## src/rtl/calc_mem_bank.sv

```systemverilog
// calc_mem_bank: operand/result store with ADD/SUB accumulate and clear sweep; define CALC_MEM_SAT_EN to saturate ADD/SUB
module calc_mem_bank #(
  parameter int WIDTH = 16,
  parameter int ADDR_W = 2
) (
  input  logic              clk,
  input  logic              rst,
  input  logic              cmd_valid,
  output logic              cmd_ready,
  input  logic [2:0]        cmd_op,
  input  logic [ADDR_W-1:0] cmd_addr,
  input  logic [WIDTH-1:0]  cmd_wdata,
  output logic [WIDTH-1:0]  rdata,
  output logic              rvalid,
  output logic              ovf,
  output logic              busy
);
  localparam int DEPTH = 2**ADDR_W;
  localparam logic [0:0] ST_IDLE = 1'b0;
  localparam logic [0:0] ST_CLEAR = 1'b1;
  localparam logic [2:0] OP_WRITE = 3'd1;
  localparam logic [2:0] OP_READ = 3'd2;
  localparam logic [2:0] OP_ADD = 3'd3;
  localparam logic [2:0] OP_SUB = 3'd4;
  localparam logic [2:0] OP_CLR = 3'd5;
  logic [0:0]        r_state;
  logic [ADDR_W-1:0] r_clr_idx;
  logic [WIDTH-1:0]  r_mem [DEPTH];
  logic              w_acc, w_arith, w_read, w_sweep, w_we, w_ovf;
  logic [WIDTH-1:0]  w_old, w_res, w_wdata;
  logic [WIDTH:0]    w_sum;
  logic [ADDR_W-1:0] w_waddr;
  always_comb begin
    cmd_ready = r_state == ST_IDLE;
    busy = !cmd_ready;
    w_acc = cmd_valid && cmd_ready && !rst;
    w_arith = w_acc && (cmd_op == OP_ADD || cmd_op == OP_SUB);
    w_read = w_acc && cmd_op == OP_READ;
    w_sweep = r_state == ST_CLEAR && !rst;
    w_old = r_mem[cmd_addr];
    // one extra sign bit makes overflow a simple disagreement of the top two bits
    w_sum = cmd_op == OP_SUB ? {w_old[WIDTH-1], w_old} - {cmd_wdata[WIDTH-1], cmd_wdata}
                             : {w_old[WIDTH-1], w_old} + {cmd_wdata[WIDTH-1], cmd_wdata};
    w_ovf = w_sum[WIDTH] ^ w_sum[WIDTH-1];
`ifdef CALC_MEM_SAT_EN
    w_res = !w_ovf ? w_sum[WIDTH-1:0]
          : w_sum[WIDTH] ? {1'b1, {(WIDTH-1){1'b0}}} : {1'b0, {(WIDTH-1){1'b1}}};
`else
    w_res = w_sum[WIDTH-1:0];
`endif
    w_we = w_sweep || w_arith || (w_acc && cmd_op == OP_WRITE);
    w_waddr = w_sweep ? r_clr_idx : cmd_addr;
    w_wdata = w_sweep ? '0 : w_arith ? w_res : cmd_wdata;
  end
  always_ff @(posedge clk)
    if (w_we) r_mem[w_waddr] <= w_wdata;
  always_ff @(posedge clk) begin
    if (rst) begin
      r_state <= ST_CLEAR;
      r_clr_idx <= '0;
      rdata <= '0;
      rvalid <= 1'b0;
      ovf <= 1'b0;
    end else begin
      rvalid <= w_arith || w_read;
      if (w_arith) begin
        rdata <= w_res;
        ovf <= w_ovf;
      end else if (w_read) rdata <= w_old;
      if (w_acc && cmd_op == OP_CLR) begin
        r_state <= ST_CLEAR;
        r_clr_idx <= '0;
        ovf <= 1'b0;
      end else if (w_sweep) begin
        r_clr_idx <= r_clr_idx + 1'b1;
        if (r_clr_idx == ADDR_W'(DEPTH-1)) r_state <= ST_IDLE;
      end
    end
  end
endmodule

```

## config.mk

```make
export PLATFORM = sky130hd
export DESIGN_NAME = calc_mem_bank
export DESIGN_NICKNAME = d
export VERILOG_FILES = /design/src/rtl/calc_mem_bank.sv
export SDC_FILE = /design/constraint.sdc
export NUM_CORES = 1
export LEC_CHECK = 0
export CORE_ASPECT_RATIO = 2
export CORE_MARGIN = 1.5
export CORE_UTILIZATION = 50
export DETAILED_ROUTE_END_ITERATION = 12
export DONT_BUFFER_PORTS = 1
export PLACE_DENSITY = 0.77
export SKIP_CTS_REPAIR_TIMING = 1
export SYNTH_ARGS = -nofsm -noshare
export SYNTH_HDL_FRONTEND = slang
export SYNTH_SLANG_ARGS = --single-unit
```

## constraint.sdc

```tcl
create_clock -name clk -period 6.5 [get_ports clk]
set_clock_uncertainty 0.2 [all_clocks]
set_input_delay 0.65 -clock clk [delete_from_list [all_inputs] [get_ports clk]]
set_output_delay 0.65 -clock clk [all_outputs]
set_load 0.03 [all_outputs]
```

==> out/results.ini <==
[layout]
drive_gt1_frac = 0.115
area_growth_pct = 8.04
nets = 464
fillers = 736
n_antenna_cell = 0
layout.cells.non_filler = 528
fin_area_um2 = 5030

[global_route]
grt.overflow.total = 0
antenna_found_initial = 0
grt_use_total = 0.214
grt_start_max_net_pins = 36
grt_pass1_vias = 3257
grt_pass1_wl_mm = 16.4

[sta]
fin_ws_ns = 2.66
slew_violations = 0
fmax_mhz = 260
grt_setup_unrepaired = false
setup_violations = 0
min_period_over_period = 0.591
relSlewSlack = 0.160
tns_ns = 0
worst_pin_slew_ns = 1.26
hold-worst-slack_ns = 0.174
finalHoldViolCount = 0
fin_crit_ns = 3.84

[hold_path]
worstHoldStart = rst
hold_depth = 1
min_path_type = in2reg
hold_path_end = rdata[13]

[synth]
yosys_register_bits = 85
postSynthAreaPerCell_um2 = 10.9
syn_area_um2 = 4650
synthCells = 426
ys_types = 49
synth_warnings = 0
synth_seq_area_share = 0.503
synth_edf_count = 64
synth_ff_type = edfxtp_1
postSynth.asyncResetShare = 0
syn-num-nets = 469

[critical_path]
rr_startpoint = r_mem[0][2]
r2r_cells = 9
worstPathRequired_ns = 6.36
crit_path_max_fanout = 35
path_class = in2reg
arrival_ns = 3.71
r2r-end = r_mem[3][13]
reg2reg_slack_ns = 3.08
endpoint_kind = register
cp-start-kind = input port

[routing]
vias = 3302
wire_per_inst_um = 19.8
drt_iter0_drc = 212
first_pass_iters = 5
drcViolationCount = 0
ant_nets = 0
via_per_inst = 6.25
wl_mm = 10.5

[cts]
clock_sinks = 85
numCtsBuffers = 9
clock_latency_ns = 0.34
clockBufferDepth = 2
htreeDepth = 3
root_buffer = clkbuf_16
clkTransAtPathRegs_ns = 0.07
cts_tree = yes

[job]
maxCapViolations = 0

[place]
port_buffers = 0
place_hpwl_mm = 7.73
gp_congestion = 0.935
place_ws_ns = 2.37
placed_area_um2 = 4740
place_inst = 512

[die]
fp-row-count = 49
core_um2 = 9010
die_h_um = 139
initial_utilization = 0.516
num_io_pins = 44
die_x_um = 71.2
die_area_um2 = 9930

[power_and_ir_drop]
irDropWorstVdd_mv = 0.146
p_per_area_nw_per_um2 = 271
p_leak_nw = 1.77

[run_status]
outcome = complete, no violations

## through the flow
stage,power (mW),util
finish,1.36,0.558
global route,1.42,0.558
CTS,1.37,0.558
detailed placement,0.877,0.526
global placement,0.870,0.526
floorplan,0.829,-
## logic make-up (layout without fill, tap and decap cells)
family | after synthesis | count (layout) | share of synthesized area
and+or+nand+nor | 145 | 145 | 0.144
xor gates and xnor gates | 30 | 30 | 0.0565
adders and majority gates | 19 | 19 | 0.0527
buffers and inverters | 30 | 30 | 0.0253
AOI/OAI and AO/OA | 100 | 100 | 0.139
DFF | 85 | 85 | 0.503
muxes | 17 | 17 | 0.0796
## Yosys cell counts, types with 6 or more instances
library cell / number / area [µm²]
a31oi_1: 6 / 37.5
nor2_1: 39 / 146
clkbuf_1: 16 / 60.1
nand3_1: 9 / 45.0
xnor2_1: 16 / 140
mux4_2: 16 / 360
xor2_1: 14 / 123
nand2_1: 61 / 229
inv_1: 7 / 26.3
a311oi_1: 13 / 114
nand2b_1: 9 / 56.3
o21ai_0: 16 / 80.1
ha_1: 18 / 225
dfxtp_1: 21 / 420
a21oi_1: 41 / 205
edfxtp_1: 64 / 1920
## how the worst max path moves through the flow
stage / startpoint / cells past startpoint / to / slack, ns
finish: cmd_op[2] / 8 / r_mem[3][13] / 2.66
global route: cmd_op[2] / 8 / r_mem[3][13] / 2.39
CTS: cmd_op[2] / 8 / r_mem[1][1] / 2.71
detailed placement: cmd_op[2] / 8 / r_mem[2][1] / 2.37
global placement: cmd_wdata[2] / 11 / r_mem[2][13] / 2.47
floorplan: cmd_addr[1] / 13 / r_mem[0][14] / 2.73
## sequential cells by signal (all words and copies together) (netlist names)
name	cells
r_clr_idx	2
rdata	16
ovf	1
rvalid	1
busy	1
r_mem	64
## where the power goes
group / internal [mW] / switching [mW]
clock: 0.267 / 0.227
combinational: 0.101 / 0.155
sequential: 0.607 / 0.00806
total: 0.975 / 0.390
## placed cells by master (no fill, tap or decap), types with 5 or more instances in the layout
master     instances
xnor2_1           16
buf_4              6
inv_1              7
a31oi_1            6
clkbuf_16          9
xor2_1            14
edfxtp_1          64
a311oi_1          13
a211oi_1           5
o21ai_0           16
ha_1              18
o211ai_1           5
nand3_1            9
mux4_2            16
a21oi_1           41
dfxtp_1           21
nor2_1            38
nand2_1           61
nor2b_1            5
nand2b_1           9
## final cells by class
type | count | area (µm²) | area share
tap | 102 | 128 | 0.0254
clock buffer | 9 | 225 | 0.0448
clock inverter | 7 | 61.3 | 0.0122
sequential | 85 | 2340 | 0.466
timing repair buffer | 6 | 45.0 | 0.00896
inverter | 8 | 30.0 | 0.00597
multi-input combinational | 311 | 2200 | 0.437
## critical path, stage by stage
cell and delay, ns:
inv_2 0.03, nor3_2 0.69, a21oi_1 0.17, nor3b_4 0.20, buf_4 0.34, and2_0 1.01
nor2_1 0.07, a211oi_1 0.52
## routing by layer
| layer | vias to the layer above | global-route usage | routed length (µm) |
|---|---|---|---|
| met2 | 99 | 0.388 | 5760 |
| li1 | 1571 | - | - |
| met3 | 20 | 0.0391 | 413 |
| met5 | - | 0 | 0 |
| met1 | 1612 | 0.238 | 4040 |
| met4 | 0 | 0.0894 | 250 |
No activity file was read; power rests on OpenSTA's default activity.
